## src/rtl/ibex_mem_arbiter.sv

```systemverilog
// ibex_mem_arbiter: shares one req/gnt/rvalid memory port between Ibex fetch and LSU.
// Latency: 0 cycles added on request and response; responses are routed by an in-order ID FIFO.
// Backpressure: a stalled grant locks the selection; no request issues while MaxOutstanding are in flight.
// Build option IBEX_MEM_ARB_RR_EN selects round-robin; default is fixed DATA-over-INSTR priority.

module ibex_mem_arbiter_fifo #(
    parameter int unsigned Depth = 2,
    parameter int unsigned Width = 1,
    parameter int unsigned CntW  = $clog2(Depth + 1)
) (
    input  logic             clk_i,
    input  logic             rst_i,
    input  logic             push,
    input  logic [Width-1:0] push_dat,
    input  logic             pop,
    output logic [Width-1:0] head_dat,
    output logic [CntW-1:0]  count
);
    localparam int unsigned PtrW = (Depth > 1) ? $clog2(Depth) : 1;

    logic [Width-1:0] mem_q [Depth];
    logic [PtrW-1:0]  wr_ptr_q;
    logic [PtrW-1:0]  rd_ptr_q;
    logic [CntW-1:0]  count_q;

    // Pointers wrap at Depth so non-power-of-two depths work.
    function automatic logic [PtrW-1:0] ptr_inc(input logic [PtrW-1:0] p);
        return (p == PtrW'(Depth - 1)) ? '0 : p + PtrW'(1);
    endfunction

    always_ff @(posedge clk_i) begin
        if (rst_i) begin
            wr_ptr_q <= '0;
            rd_ptr_q <= '0;
            count_q  <= '0;
        end else begin
            if (push) begin
                wr_ptr_q <= ptr_inc(wr_ptr_q);
            end
            if (pop) begin
                rd_ptr_q <= ptr_inc(rd_ptr_q);
            end
            case ({push, pop})
                2'b10:   count_q <= count_q + CntW'(1);
                2'b01:   count_q <= count_q - CntW'(1);
                default: count_q <= count_q;
            endcase
        end
    end

    always_ff @(posedge clk_i) begin
        if (push) begin
            mem_q[wr_ptr_q] <= push_dat;
        end
    end

    assign head_dat = mem_q[rd_ptr_q];
    assign count    = count_q;
endmodule

module ibex_mem_arbiter #(
    parameter int unsigned MaxOutstanding = 2,
    parameter bit          ErrOnStray     = 1'b1
) (
    input  logic        clk_i,
    input  logic        rst_i,
    input  logic        instr_req_i,
    input  logic [31:0] instr_addr_i,
    output logic        instr_gnt_o,
    output logic        instr_rvalid_o,
    output logic [31:0] instr_rdata_o,
    output logic        instr_err_o,
    input  logic        data_req_i,
    input  logic        data_we_i,
    input  logic [3:0]  data_be_i,
    input  logic [31:0] data_addr_i,
    input  logic [31:0] data_wdata_i,
    output logic        data_gnt_o,
    output logic        data_rvalid_o,
    output logic [31:0] data_rdata_o,
    output logic        data_err_o,
    output logic        mem_req_o,
    output logic        mem_we_o,
    output logic [3:0]  mem_be_o,
    output logic [31:0] mem_addr_o,
    output logic [31:0] mem_wdata_o,
    input  logic        mem_gnt_i,
    input  logic        mem_rvalid_i,
    input  logic [31:0] mem_rdata_i,
    input  logic        mem_err_i,
    output logic        proto_err_o
);
    localparam int unsigned CntW = $clog2(MaxOutstanding + 1);

    typedef enum logic {ARB_FREE   = 1'b0, ARB_LOCKED = 1'b1} lock_e;
    typedef enum logic {SEL_INSTR  = 1'b0, SEL_DATA   = 1'b1} sel_e;

    lock_e           lock_q, lock_d;
    sel_e            lock_sel_q, lock_sel_d;
    sel_e            sel;
    logic            sel_req;
    logic            grant;
    logic            pop;
    logic            stray;
    logic            not_full;
    logic [0:0]      head_id;
    logic [CntW-1:0] count;
    logic            proto_err_q;

`ifdef IBEX_MEM_ARB_RR_EN
    sel_e            last_q;

    // Reset to DATA so INSTR wins the first contended cycle.
    always_ff @(posedge clk_i) begin
        if (rst_i) begin
            last_q <= SEL_DATA;
        end else if (grant) begin
            last_q <= sel;
        end
    end
`endif

    always_comb begin
        sel = SEL_INSTR;
        if (lock_q == ARB_LOCKED) begin
            sel = lock_sel_q;
        end else if (instr_req_i && data_req_i) begin
`ifdef IBEX_MEM_ARB_RR_EN
            sel = (last_q == SEL_INSTR) ? SEL_DATA : SEL_INSTR;
`else
            sel = SEL_DATA;
`endif
        end else if (data_req_i) begin
            sel = SEL_DATA;
        end
    end

    always_ff @(posedge clk_i) begin
        if (rst_i) begin
            lock_q     <= ARB_FREE;
            lock_sel_q <= SEL_INSTR;
        end else begin
            lock_q     <= lock_d;
            lock_sel_q <= lock_sel_d;
        end
    end

    // A presented-but-ungranted request pins the selection until the grant arrives.
    always_comb begin
        lock_d     = lock_q;
        lock_sel_d = lock_sel_q;
        if (mem_gnt_i) begin
            lock_d = ARB_FREE;
        end else if (mem_req_o) begin
            lock_d     = ARB_LOCKED;
            lock_sel_d = sel;
        end
    end

    assign not_full    = (count < CntW'(MaxOutstanding));
    assign sel_req     = (sel == SEL_DATA) ? data_req_i : instr_req_i;
    assign mem_req_o   = !rst_i && sel_req && not_full;
    assign grant       = mem_req_o && mem_gnt_i;
    assign instr_gnt_o = grant && (sel == SEL_INSTR);
    assign data_gnt_o  = grant && (sel == SEL_DATA);

    assign mem_we_o    = (sel == SEL_DATA) ? data_we_i    : 1'b0;
    assign mem_be_o    = (sel == SEL_DATA) ? data_be_i    : 4'hF;
    assign mem_addr_o  = (sel == SEL_DATA) ? data_addr_i  : instr_addr_i;
    assign mem_wdata_o = (sel == SEL_DATA) ? data_wdata_i : 32'h0;

    ibex_mem_arbiter_fifo #(
        .Depth (MaxOutstanding),
        .Width (1),
        .CntW  (CntW)
    ) u_id_fifo (
        .clk_i    (clk_i),
        .rst_i    (rst_i),
        .push     (grant),
        .push_dat (sel),
        .pop      (pop),
        .head_dat (head_id),
        .count    (count)
    );

    // Responses with nothing outstanding are dropped rather than popping an empty FIFO.
    assign pop   = !rst_i && mem_rvalid_i && (count != '0);
    assign stray = !rst_i && mem_rvalid_i && (count == '0);

    assign instr_rvalid_o = pop && (head_id == SEL_INSTR);
    assign data_rvalid_o  = pop && (head_id == SEL_DATA);
    assign instr_err_o    = instr_rvalid_o && mem_err_i;
    assign data_err_o     = data_rvalid_o && mem_err_i;
    assign instr_rdata_o  = mem_rdata_i;
    assign data_rdata_o   = mem_rdata_i;

    always_ff @(posedge clk_i) begin
        if (rst_i) begin
            proto_err_q <= 1'b0;
        end else if (ErrOnStray && stray) begin
            proto_err_q <= 1'b1;
        end
    end

    assign proto_err_o = proto_err_q;
endmodule

```

## config.mk

```make
export PLATFORM = sky130hd
export DESIGN_NAME = ibex_mem_arbiter
export DESIGN_NICKNAME = d
export VERILOG_FILES = /design/src/rtl/ibex_mem_arbiter.sv
export SDC_FILE = /design/constraint.sdc
export NUM_CORES = 1
export LEC_CHECK = 0
export ABC_CLOCK_PERIOD_IN_PS = 6200
export BUFFER_PORTS_ARGS = -buffer_cell sky130_fd_sc_hd__buf_4
export CAP_MARGIN = 20
export CELL_PAD_IN_SITES_DETAIL_PLACEMENT = 1
export CELL_PAD_IN_SITES_GLOBAL_PLACEMENT = 1
export CORE_AREA = 4 4 106 108
export CTS_BUF_LIST = sky130_fd_sc_hd__clkbuf_8
export DETAILED_ROUTE_END_ITERATION = 7
export DIE_AREA = 0 0 110 112
export PLACE_DENSITY_LB_ADDON = 0.1
export SYNTH_ARGS = -nofsm -noshare
export SYNTH_HDL_FRONTEND = slang
export SYNTH_HIERARCHICAL = 1
export SYNTH_SLANG_ARGS = --single-unit
```

## constraint.sdc

```tcl
create_clock -name clk_i -period 6.2 [get_ports clk_i]
set_input_delay 0.62 -clock clk_i [delete_from_list [all_inputs] [get_ports clk_i]]
set_output_delay 0.62 -clock clk_i [all_outputs]
set_load 0.02 [all_outputs]
```

== After elaboration in Yosys (flattened, before gate mapping) ==
Memories as Yosys holds them, arrays and structs flattened. A register that Yosys moved wholly into a read port is not among the register bits.
Index checks and enable logic that the tools add are counted.
Storage, ports and cells
  logic and storage cells: 51
  memories kept: 1
  bits in registers: 7
  RAM bits: 2
Memory list
  u_id_fifo.mem_q: words 2, width 1, read ports 1, clocked after memory_dff 1, write ports 1, line 21  | logic [Width-1:0] mem_q [Depth];
Operators by class
  reductions and logical operators: 19
  equality and inequality tests: 2
  add/sub/neg operators: 4
  magnitude comparators: 1
  bitwise gates (word level): 3
  muxes and demuxes: 15
Operators with widths (count)
  $mux W32: 2
  $logic_and A1 B1 Y1: 13
  $mux W1: 11
  $mux W4: 1
  $pmux W2 S2: 1
  $reduce_bool A2 Y1: 2
  $not A1 Y1: 3
  $add A1 B1 Y1 const B: 2
  $add A2 B1 Y2 const B: 1
  $eq A2 B1 Y1 const B: 1
  $eq A2 B2 Y1 const B: 1
  $logic_not A2 Y1: 1
  $lt A2 B2 Y1 const B: 1
  $reduce_and A2 Y1: 1
  $reduce_or A2 Y1: 1
  $sub A2 B1 Y2 const B: 1
  $logic_not A1 Y1: 1

== Logic depth before layout (Yosys ltp) ==
Gate-level depths: netlist (run 1).
  depth in word-level cells: 9
  mapped depth: 7

== Hierarchy ==
The synthesis (run 1) kept the hierarchy.
By module, submodules not included
  ibex_mem_arbiter: instances 1, sequential area each 60.1 µm², area an instance 1433.9 µm², cells each 174
  ibex_mem_arbiter_fifo: instances 1, sequential area each 160.2 µm², area an instance 264.0 µm², cells each 23

== Worst setup path after synthesis (run 1) ==
No wires, ideal clock.
  kind: input -> output
  start: in rst_i
  end: out instr_err_o
  arrival: 1742 ps
  stages on the path: 3
  path buffers: 1
  path slack: 3838 ps
  path through: clkbuf_1 > nand2b_1 > nor4b_1
On the way
  longest elaborated chain between the ends: 5
RTL lines
  start, declared: line 66  | input logic rst_i,
  $logic_not A1 Y1: line 187  | assign pop = !rst_i && mem_rvalid_i && (count != '0);
  $logic_and A1 B1 Y1 (2 in a row): line 187
  $logic_and A1 B1 Y1: line 190  | assign instr_rvalid_o = pop && (head_id == SEL_INSTR);
  $logic_and A1 B1 Y1: line 192  | assign instr_err_o = instr_rvalid_o && mem_err_i;
  end, declared: line 72  | output logic instr_err_o,
No other way between the ends.

== Final worst setup path (run 1) ==
  start: reg lock_q
  end: out mem_addr_o[26]
On the way
  longest elaborated chain between the ends: 2
RTL lines
  start, declared: line 98  | lock_e lock_q, lock_d;
  start signal, assigned: line 143  | lock_q <= lock_d;
  $mux W1: line 125  | if (lock_q == ARB_LOCKED) begin
  $mux W32: line 169  | assign mem_addr_o = (sel == SEL_DATA) ? data_addr_i : instr_addr_i;
  end, declared: line 85  | output logic [31:0] mem_addr_o,
No other way between the ends.

==> impl_metrics.tcl, run 1 <==
set metrics [dict create \
    status "finished, final reports clean" \
    syn_area_per_cell_sq_um 8.62 \
    synth.yosys.seq_area_share 0.130 \
    groute.usage.overall 0.115 \
    worstPathRequired_ns 5.58 \
    grt_max_degree 71 \
    total_power_mw 0.383 \
    fin_util 0.267 \
    wl_microns 7790 \
    async_flop_share 0 \
    nets 455 \
    drive_gt1_frac 0.732 \
    grt_pass1_vias 1824 \
    htreeDepth 1 \
    clock_skew_ns 0.00508 \
    synth_cell_types 34 \
    drc 0 \
    drt_iter0_drc 42 \
    postRouteAntennaNets 0 \
    cts_sinks 10 \
    path_clk_slew_ns 0.04 \
    drt_first_pass_iters 2 \
    numCtsBuffers 3 \
    cts_hold_buf 0 \
    final_cell_mix "buf_4 (185), nor2b_1 (33), mux2_2 (33)" \
    gp_congestion 0.779 \
    grt-ovfl-total 0 \
    critPathArrivalTime_ns 2.26 \
    clkLatencyLatePin_ns 0.23 \
    vias 1741 \
    setup_viol 0 \
    final_common_cell "buf_4" \
    rsz0062_at_grt "no" \
    hold_viol_final 0 \
    synth_nets 338 \
    p_leak_nw 1.32 \
    synthToLayoutAreaGrowth_pct 61.1 \
    whs_ns 0.466 \
    clock_path_buffers 2 \
    dp_hpwl_microns 6720 \
    dieArea_sq_um 12300 \
    crit_fanout 70 \
    die_width_microns 110 \
    synth_ff_type "dfxtp_1" \
    cts_tree "yes" \
    avgViaCountPerCell 3.88 \
    vdd_drop_max_v 0.0000527 \
    io_pins 281 \
    max_freq_mhz 347 \
    wl_per_cell_microns 17.4 \
    cts_setup_buffers 0 \
    yosys.area.top_type_share 0.283 \
    crit_path_start_kind "register" \
    cts_resized 0 \
    synth_top_area_cell "buf_4" \
    fillCellCount 1245 \
    maxSlewHeadroom 0.418 \
    synth_area_leaders "buf_4 (28%), mux2_2 (22%), nor2b_1 (12%), dfxtp_1 (9.4%), edfxtp_1 (3.5%)" \
    holdCritPathClass "reg -> reg" \
    final.period_utilization 0.465 \
    synth_area_sq_um 1700 \
    yosysWarningCount 6 \
    worstSetupPathType "reg -> out" \
    end_kind "primary output" \
    maxCapViolations 0 \
    slew_viol_final 0 \
    grt_pass1_wl_microns 10600 \
    worst_pin_slew_ns 0.851 \
    synth-seq-cells 10 \
    tns_ns 0 \
    root_buffer "clkbuf_8" \
    powerDensity_nw_per_um2 140 \
    start_util 0.166 \
    rows 37 \
    synth_cells 197 \
    core_area_sq_um 10200 \
    diodes 0 \
    antenna_found_initial 0 \
    portBuffers 184 \
    die_y_microns 112 \
    min_period_ns 2.88 \
    synth_edf_count 2 \
]
==> registers in the layout, summed over array words and instances (netlist names), named ones only <==
| name | flops |
|---|---|
| lock_q | 1 |
| lock_sel_q | 1 |
| proto_err_o | 1 |
| u_id_fifo/count | 2 |
| u_id_fifo/mem_q | 2 |
| u_id_fifo/rd_ptr_q | 1 |
| u_id_fifo/wr_ptr_q | 1 |
==> cell usage after synthesis, types with 2 or more instances <==
cell       n
buf_4     64
mux2_2    33
nor2b_1   33
dfxtp_1    8
nor2_1     8
inv_1      6
or2_2      5
buf_2      3
buf_8      3
xnor2_1    3
a211oi_1   2
a21oi_1    2
buf_6      2
edfxtp_1   2
nand2b_1   2
nor4b_1    2
or3_1      2
==> metal layers <==
| layer | GRT usage | up-vias | routed length [microns] |
|---|---|---|---|
| li1 | - | 818 | - |
| met1 | 0.103 | 764 | 2330 |
| met2 | 0.225 | 121 | 4180 |
| met3 | 0.0307 | 38 | 956 |
| met4 | 0.0582 | 0 | 317 |
| met5 | 0 | - | 0 |
==> cell families after synthesis <==
logic type / count (synthesis) / share of synthesized area
multiplexers: 35 / 0.238
flip-flops: 10 / 0.130
AO/OA/AOI/OAI: 10 / 0.0479
adder cells (fa/ha/maj): 1 / 0.00737
AND/OR/NAND/NOR: 58 / 0.209
buffers and inverters: 79 / 0.347
XOR/XNOR: 4 / 0.0206
==> per-stage QoR <==
stage | std cells | area, sq um | worst slack (ns)
floorplan | 197 | 1700 | 3.84
global placement | 445 | 2690 | 3.39
detailed placement | 445 | 2690 | 3.41
CTS | 449 | 2740 | 3.28
global route | 449 | 2740 | 3.20
finish | 449 | 2740 | 3.32
==> area by class of cell <==
cell class / count / area, sq um / share of cell area
clock inverters: 1 / 3.75 / 0.00137
clock buffers: 3 / 41.3 / 0.0151
inverters: 6 / 22.5 / 0.00823
multi-input cells: 108 / 888 / 0.325
repair buffers: 185 / 1390 / 0.508
well taps: 136 / 170 / 0.0622
flip-flops and latches: 10 / 220 / 0.0805
==> worst max-delay path: stages, from the launching register on <==
cell and delay [ns]:
dfxtp_1 0.51, mux2i_4 0.27, buf_4 0.61, mux2_2 0.42
buf_4 0.16
==> report_power, final <==
group | switching, mW | internal (mW) | leakage (nW)
Combinational | 0.112 | 0.127 | 1.21
Sequential | 0.00549 | 0.0717 | 0.0840
Clock | 0.0244 | 0.0433 | 0.0231
==> final timing paths <==
kind         cells after the start  slack, ns                from                  to
max                              4       3.32              lock_q      mem_addr_o[26]
min                              2       0.47         proto_err_o         proto_err_o
max reg2reg                      6       3.73  u_id_fifo/count[1]  u_id_fifo/count[1]
min reg2reg                      2       0.47         proto_err_o         proto_err_o
(Power assumes the default switching activity.)
==> inputs of run 2 (changes only) <==
--- a/config.mk
+++ b/config.mk
@@ -5,15 +5,15 @@
 export SDC_FILE = /design/constraint.sdc
 export NUM_CORES = 1
 export LEC_CHECK = 0
-export ABC_CLOCK_PERIOD_IN_PS = 6200
+export ABC_CLOCK_PERIOD_IN_PS = 3000
 export BUFFER_PORTS_ARGS = -buffer_cell sky130_fd_sc_hd__buf_4
 export CAP_MARGIN = 20
 export CELL_PAD_IN_SITES_DETAIL_PLACEMENT = 1
 export CELL_PAD_IN_SITES_GLOBAL_PLACEMENT = 1
-export CORE_AREA = 4 4 106 108
+export CORE_AREA = 4 4 108 110
 export CTS_BUF_LIST = sky130_fd_sc_hd__clkbuf_8
 export DETAILED_ROUTE_END_ITERATION = 7
-export DIE_AREA = 0 0 110 112
+export DIE_AREA = 0 0 112 114
 export PLACE_DENSITY_LB_ADDON = 0.1
 export SYNTH_ARGS = -nofsm -noshare
 export SYNTH_HDL_FRONTEND = slang
==> constraint.sdc (replaced) <==
create_clock -name clk_i -period 3 [get_ports clk_i]
set_input_delay 0.3 -clock clk_i [delete_from_list [all_inputs] [get_ports clk_i]]
set_output_delay 0.3 -clock clk_i [all_outputs]
set_load 0.02 [all_outputs]
==> run 2 against run 1 <==
  * Power rose by 110%
  * Clock power is 110% higher
  * Wire length down 7.0%
  * Clock skew decreased by 0.0038 ns
  * Flip-flop and latch count is the same
  * Register-to-register slack lost 3.0 ns
  * Combinational power up 110%
  * Clock-buffer cell count stayed put
  * Critical endpoint is now mem_addr_o[17]
==> impl_metrics.tcl, run 2 (synthesized netlist as in run 1, its figures left out) <==
set metrics [dict create \
    dieArea_sq_um 12800 \
    core_area_sq_um 10700 \
    cts_tree "yes" \
    hold_viol_final 0 \
    powerDensity_nw_per_um2 288 \
    status "finished, final reports clean" \
    cts_hold_buf 0 \
    wl_microns 7240 \
    crit_fanout 42 \
    crit_path_start_kind "register" \
    clkLatencyLatePin_ns 0.23 \
    rsz0062_at_grt "no" \
    max_freq_mhz 424 \
    clock_path_buffers 2 \
    critPathArrivalTime_ns 2.06 \
    rows 38 \
    antenna_found_initial 0 \
    die_width_microns 112 \
    avgViaCountPerCell 3.79 \
    path_clk_slew_ns 0.05 \
    p_leak_nw 1.33 \
    grt_pass1_vias 1827 \
    fillCellCount 1319 \
    final_cell_mix "buf_4 (187), nor2b_1 (33), mux2_2 (33)" \
    drt_iter0_drc 63 \
    numCtsBuffers 3 \
    vdd_drop_max_v 0.000122 \
    diodes 0 \
    drt_first_pass_iters 4 \
    grt_max_degree 43 \
    cts_sinks 10 \
    gp_congestion 0.715 \
    cts_resized 0 \
    drive_gt1_frac 0.733 \
    grt-ovfl-total 0 \
    worstSetupPathType "reg -> out" \
    wl_per_cell_microns 15.9 \
    worstPathRequired_ns 2.70 \
    nets 457 \
    post-place-ws_ns 0.755 \
    vias 1724 \
    slew_viol_final 0 \
    holdCritPathClass "in -> reg" \
    tns_ns 0 \
    maxCapViolations 0 \
    final_common_cell "buf_4" \
    groute.usage.overall 0.101 \
    combPwrFrac 0.621 \
    postRouteAntennaNets 0 \
    drc 0 \
    swShare 0.368 \
    min_period_ns 2.36 \
    start_util 0.159 \
    switching_power_mw 0.292 \
    seq_power_share 0.201 \
    clock_skew_ns 0.00133 \
    setup_viol 0 \
    internal-power_mw 0.502 \
    io_pins 281 \
    timing.final.ws_setup_ns 0.643 \
    dp_hpwl_microns 6240 \
    root_buffer "clkbuf_8" \
    cts_setup_buffers 0 \
    die_y_microns 114 \
    grt_pass1_wl_microns 10400 \
    htreeDepth 1 \
    end_kind "primary output" \
    maxSlewHeadroom 0.660 \
    worst_pin_slew_ns 0.510 \
    clkPwrFrac 0.179 \
    synthToLayoutAreaGrowth_pct 62.3 \
    portBuffers 184 \
    final.period_utilization 0.786 \
]
run 2: power groups by stage:
stage,combinational (mW),clock [mW],sequential (mW)
3_5_place_dp,0.502,0,0.162
4_1_cts,0.503,0.149,0.159
6_report,0.492,0.142,0.159
2_1_floorplan,0.382,0,0.160
5_1_grt,0.530,0.159,0.161
3_3_place_gp,0.500,0,0.162
run 2: path summary, 6_finish.rpt:
kind / start / endpoint / slack [ns] / depth (start not counted)
min reg2reg: proto_err_o / proto_err_o / 0.44 / 2
min: mem_gnt_i / lock_q / 0.27 / 2
max reg2reg: lock_sel_q / u_id_fifo/count[1] / 0.77 / 7
max: lock_q / mem_addr_o[17] / 0.64 / 4
run 2: final cells by class:
type                       instances  area, sq um  share of cell area
tap                              140          175              0.0636
clock buffer                       3         41.3              0.0150
timing repair buffer             187         1400               0.510
inverter                           6         22.5             0.00817
sequential                        10          220              0.0799
clock inverter                     1         3.75             0.00136
multi-input combinational        108          888               0.322
run 2: per-stage QoR:
step                      hold WS (ns)   util  area (sq um)  power, mW  std cells
after floorplan                  0.369      -          1700      0.542        197
after global placement           0.437  0.253          2710      0.661        451
after detailed placement         0.438  0.253          2710      0.664        451
after CTS                        0.264  0.258          2760      0.811        455
after global routing             0.269  0.258          2760      0.850        455
final                            0.269  0.258          2760      0.793        455
run 2: per-layer routing:
| layer | track usage | vias up | routed length (microns) |
|---|---|---|---|
| met4 | 0.0529 | 0 | 289 |
| met3 | 0.0292 | 31 | 731 |
| met5 | 0 | - | 0 |
| met2 | 0.188 | 114 | 3870 |
| met1 | 0.104 | 757 | 2350 |
| li1 | - | 822 | - |
run 2: worst max-delay path, cell delays in order, from the launching register on:
cell	delay (ns)
dfxtp_1	0.50
mux2i_4	0.29
buf_4	0.46
mux2_2	0.40
buf_4	0.16
==> inputs of run 3 (changes only) <==
--- a/config.mk
+++ b/config.mk
@@ -5,7 +5,7 @@
 export SDC_FILE = /design/constraint.sdc
 export NUM_CORES = 1
 export LEC_CHECK = 0
-export ABC_CLOCK_PERIOD_IN_PS = 3000
+export ABC_CLOCK_PERIOD_IN_PS = 2200
 export BUFFER_PORTS_ARGS = -buffer_cell sky130_fd_sc_hd__buf_4
 export CAP_MARGIN = 20
 export CELL_PAD_IN_SITES_DETAIL_PLACEMENT = 1
==> constraint.sdc (replaced) <==
create_clock -name clk_i -period 2.2 [get_ports clk_i]
set_input_delay 0.22 -clock clk_i [delete_from_list [all_inputs] [get_ports clk_i]]
set_output_delay 0.22 -clock clk_i [all_outputs]
set_load 0.02 [all_outputs]
==> run 3 against run 2 <==
  * Global-route usage unchanged
  * Sequential share of layout area about the same
  * Flip-flop and latch count unchanged
  * Critical endpoint is now u_id_fifo/count[1]
  * Power up 38%
==> impl_metrics.tcl, run 3 (synthesized netlist as in run 1, its figures left out) <==
set metrics [dict create \
    rsz0062_at_grt "no" \
    antenna_found_initial 0 \
    die_width_microns 112 \
    grt_max_degree 54 \
    end_kind "register" \
    vias 1719 \
    drt_iter0_drc 36 \
    crit_path_start_kind "register" \
    start_util 0.159 \
    postRouteAntennaNets 0 \
    drt_first_pass_iters 3 \
    crit_slowest_cell "a2111oi_0" \
    max_freq_mhz 488 \
    grt_pass1_wl_microns 10300 \
    holdCritPathClass "in -> reg" \
    min_period_ns 2.05 \
    setup_viol 0 \
    wl_microns 7310 \
    gp_congestion 0.714 \
    nets 459 \
    io_pins 281 \
    worstPathRequired_ns 2.36 \
    dp_hpwl_microns 6270 \
    vdd_drop_max_v 0.000185 \
    die_y_microns 114 \
    crit_path_max_incr_delay_ns 0.41 \
    rows 38 \
    clkLatencyLatePin_ns 0.23 \
    worstPathCellList "o21bai_1, a2111oi_0, buf_4, inv_1, ha_1, or3_1, a21oi_1" \
    cts_sinks 10 \
    portBuffers 184 \
    avgViaCountPerCell 3.76 \
    groute.usage.overall 0.101 \
    critPathArrivalTime_ns 2.22 \
    final_common_cell "buf_4" \
    dieArea_sq_um 12800 \
    worstSetupPathType "reg -> reg" \
    grt_pass1_vias 1825 \
    drive_gt1_frac 0.738 \
    final_cell_mix "buf_4 (188), nor2b_1 (33), mux2_2 (33)" \
    synthToLayoutAreaGrowth_pct 64.0 \
    cts_hold_buf 0 \
    crit_family "compound AO/OA/AOI/OAI gates" \
    fillCellCount 1305 \
    diodes 0 \
    powerDensity_nw_per_um2 393 \
    hold_viol_final 0 \
    path_clk_slew_ns 0.05 \
    root_buffer "clkbuf_8" \
    post-place-ws_ns 0.202 \
    grt-ovfl-total 0 \
    htreeDepth 1 \
    status "finished, final reports clean" \
    cp_num_buf_inv 2 \
    timing.final.ws_setup_ns 0.149 \
    final.period_utilization 0.932 \
    slew_viol_final 0 \
    clock_path_buffers 2 \
    crit_fanout 4 \
    maxSlewHeadroom 0.741 \
    drc 0 \
    clock_skew_ns 0.00128 \
    numCtsBuffers 3 \
    worst_pin_slew_ns 0.378 \
    p_leak_nw 1.35 \
    cts_tree "yes" \
    wl_per_cell_microns 16.0 \
    maxCapViolations 0 \
    cts_setup_buffers 0 \
    core_area_sq_um 10700 \
    tns_ns 0 \
]
## run 3: worst paths after layout
check                                         from                  to  slack, ns  cells past startpoint
worst max-delay path            u_id_fifo/count[1]  u_id_fifo/count[1]       0.15                      7
worst min-delay path                     mem_gnt_i              lock_q       0.19                      2
worst max register to register  u_id_fifo/count[1]  u_id_fifo/count[1]       0.15                      7
worst min register to register         proto_err_o         proto_err_o       0.46                      2
## run 3: timing repair
item	in CTS	in global routing
endpoints found under the setup margin	0	32
gates resized for setup	0	1
endpoints found under the hold margin	0	0
## run 3: per-stage QoR
step | util | hold slack [ns] | std cells | cell area, sq um | total power, mW
floorplan | - | 0.289 | 197 | 1700 | 0.739
global placement | 0.256 | 0.439 | 453 | 2740 | 0.910
detailed placement | 0.256 | 0.438 | 453 | 2740 | 0.914
CTS | 0.260 | 0.188 | 457 | 2780 | 1.11
global route | 0.260 | 0.182 | 457 | 2780 | 1.17
finish | 0.260 | 0.191 | 457 | 2780 | 1.09
## run 3: power by group
part | internal, mW | switching [mW] | leakage [nW]
clock network | 0.122 | 0.0732 | 0.0269
logic | 0.367 | 0.316 | 1.24
registers | 0.202 | 0.0119 | 0.0843
total | 0.692 | 0.401 | 1.35
## run 3: routing by layer
metal	up-vias	global-route usage	wire length, microns
met5	-	0	0
met4	0	0.0433	246
met3	28	0.0340	814
met2	109	0.196	3930
met1	758	0.0981	2320
li1	824	-	-
## run 3: layout make-up
cell class / instances / area (sq um) / share of cell area
Timing Repair Buffer: 189 / 1430 / 0.514
Multi-Input combinational cell: 108 / 888 / 0.319
Sequential cell: 10 / 221 / 0.0796
Tap cell: 140 / 175 / 0.0629
Clock buffer: 3 / 41.3 / 0.0148
Inverter: 6 / 22.5 / 0.00809
Clock inverter: 1 / 3.75 / 0.00135
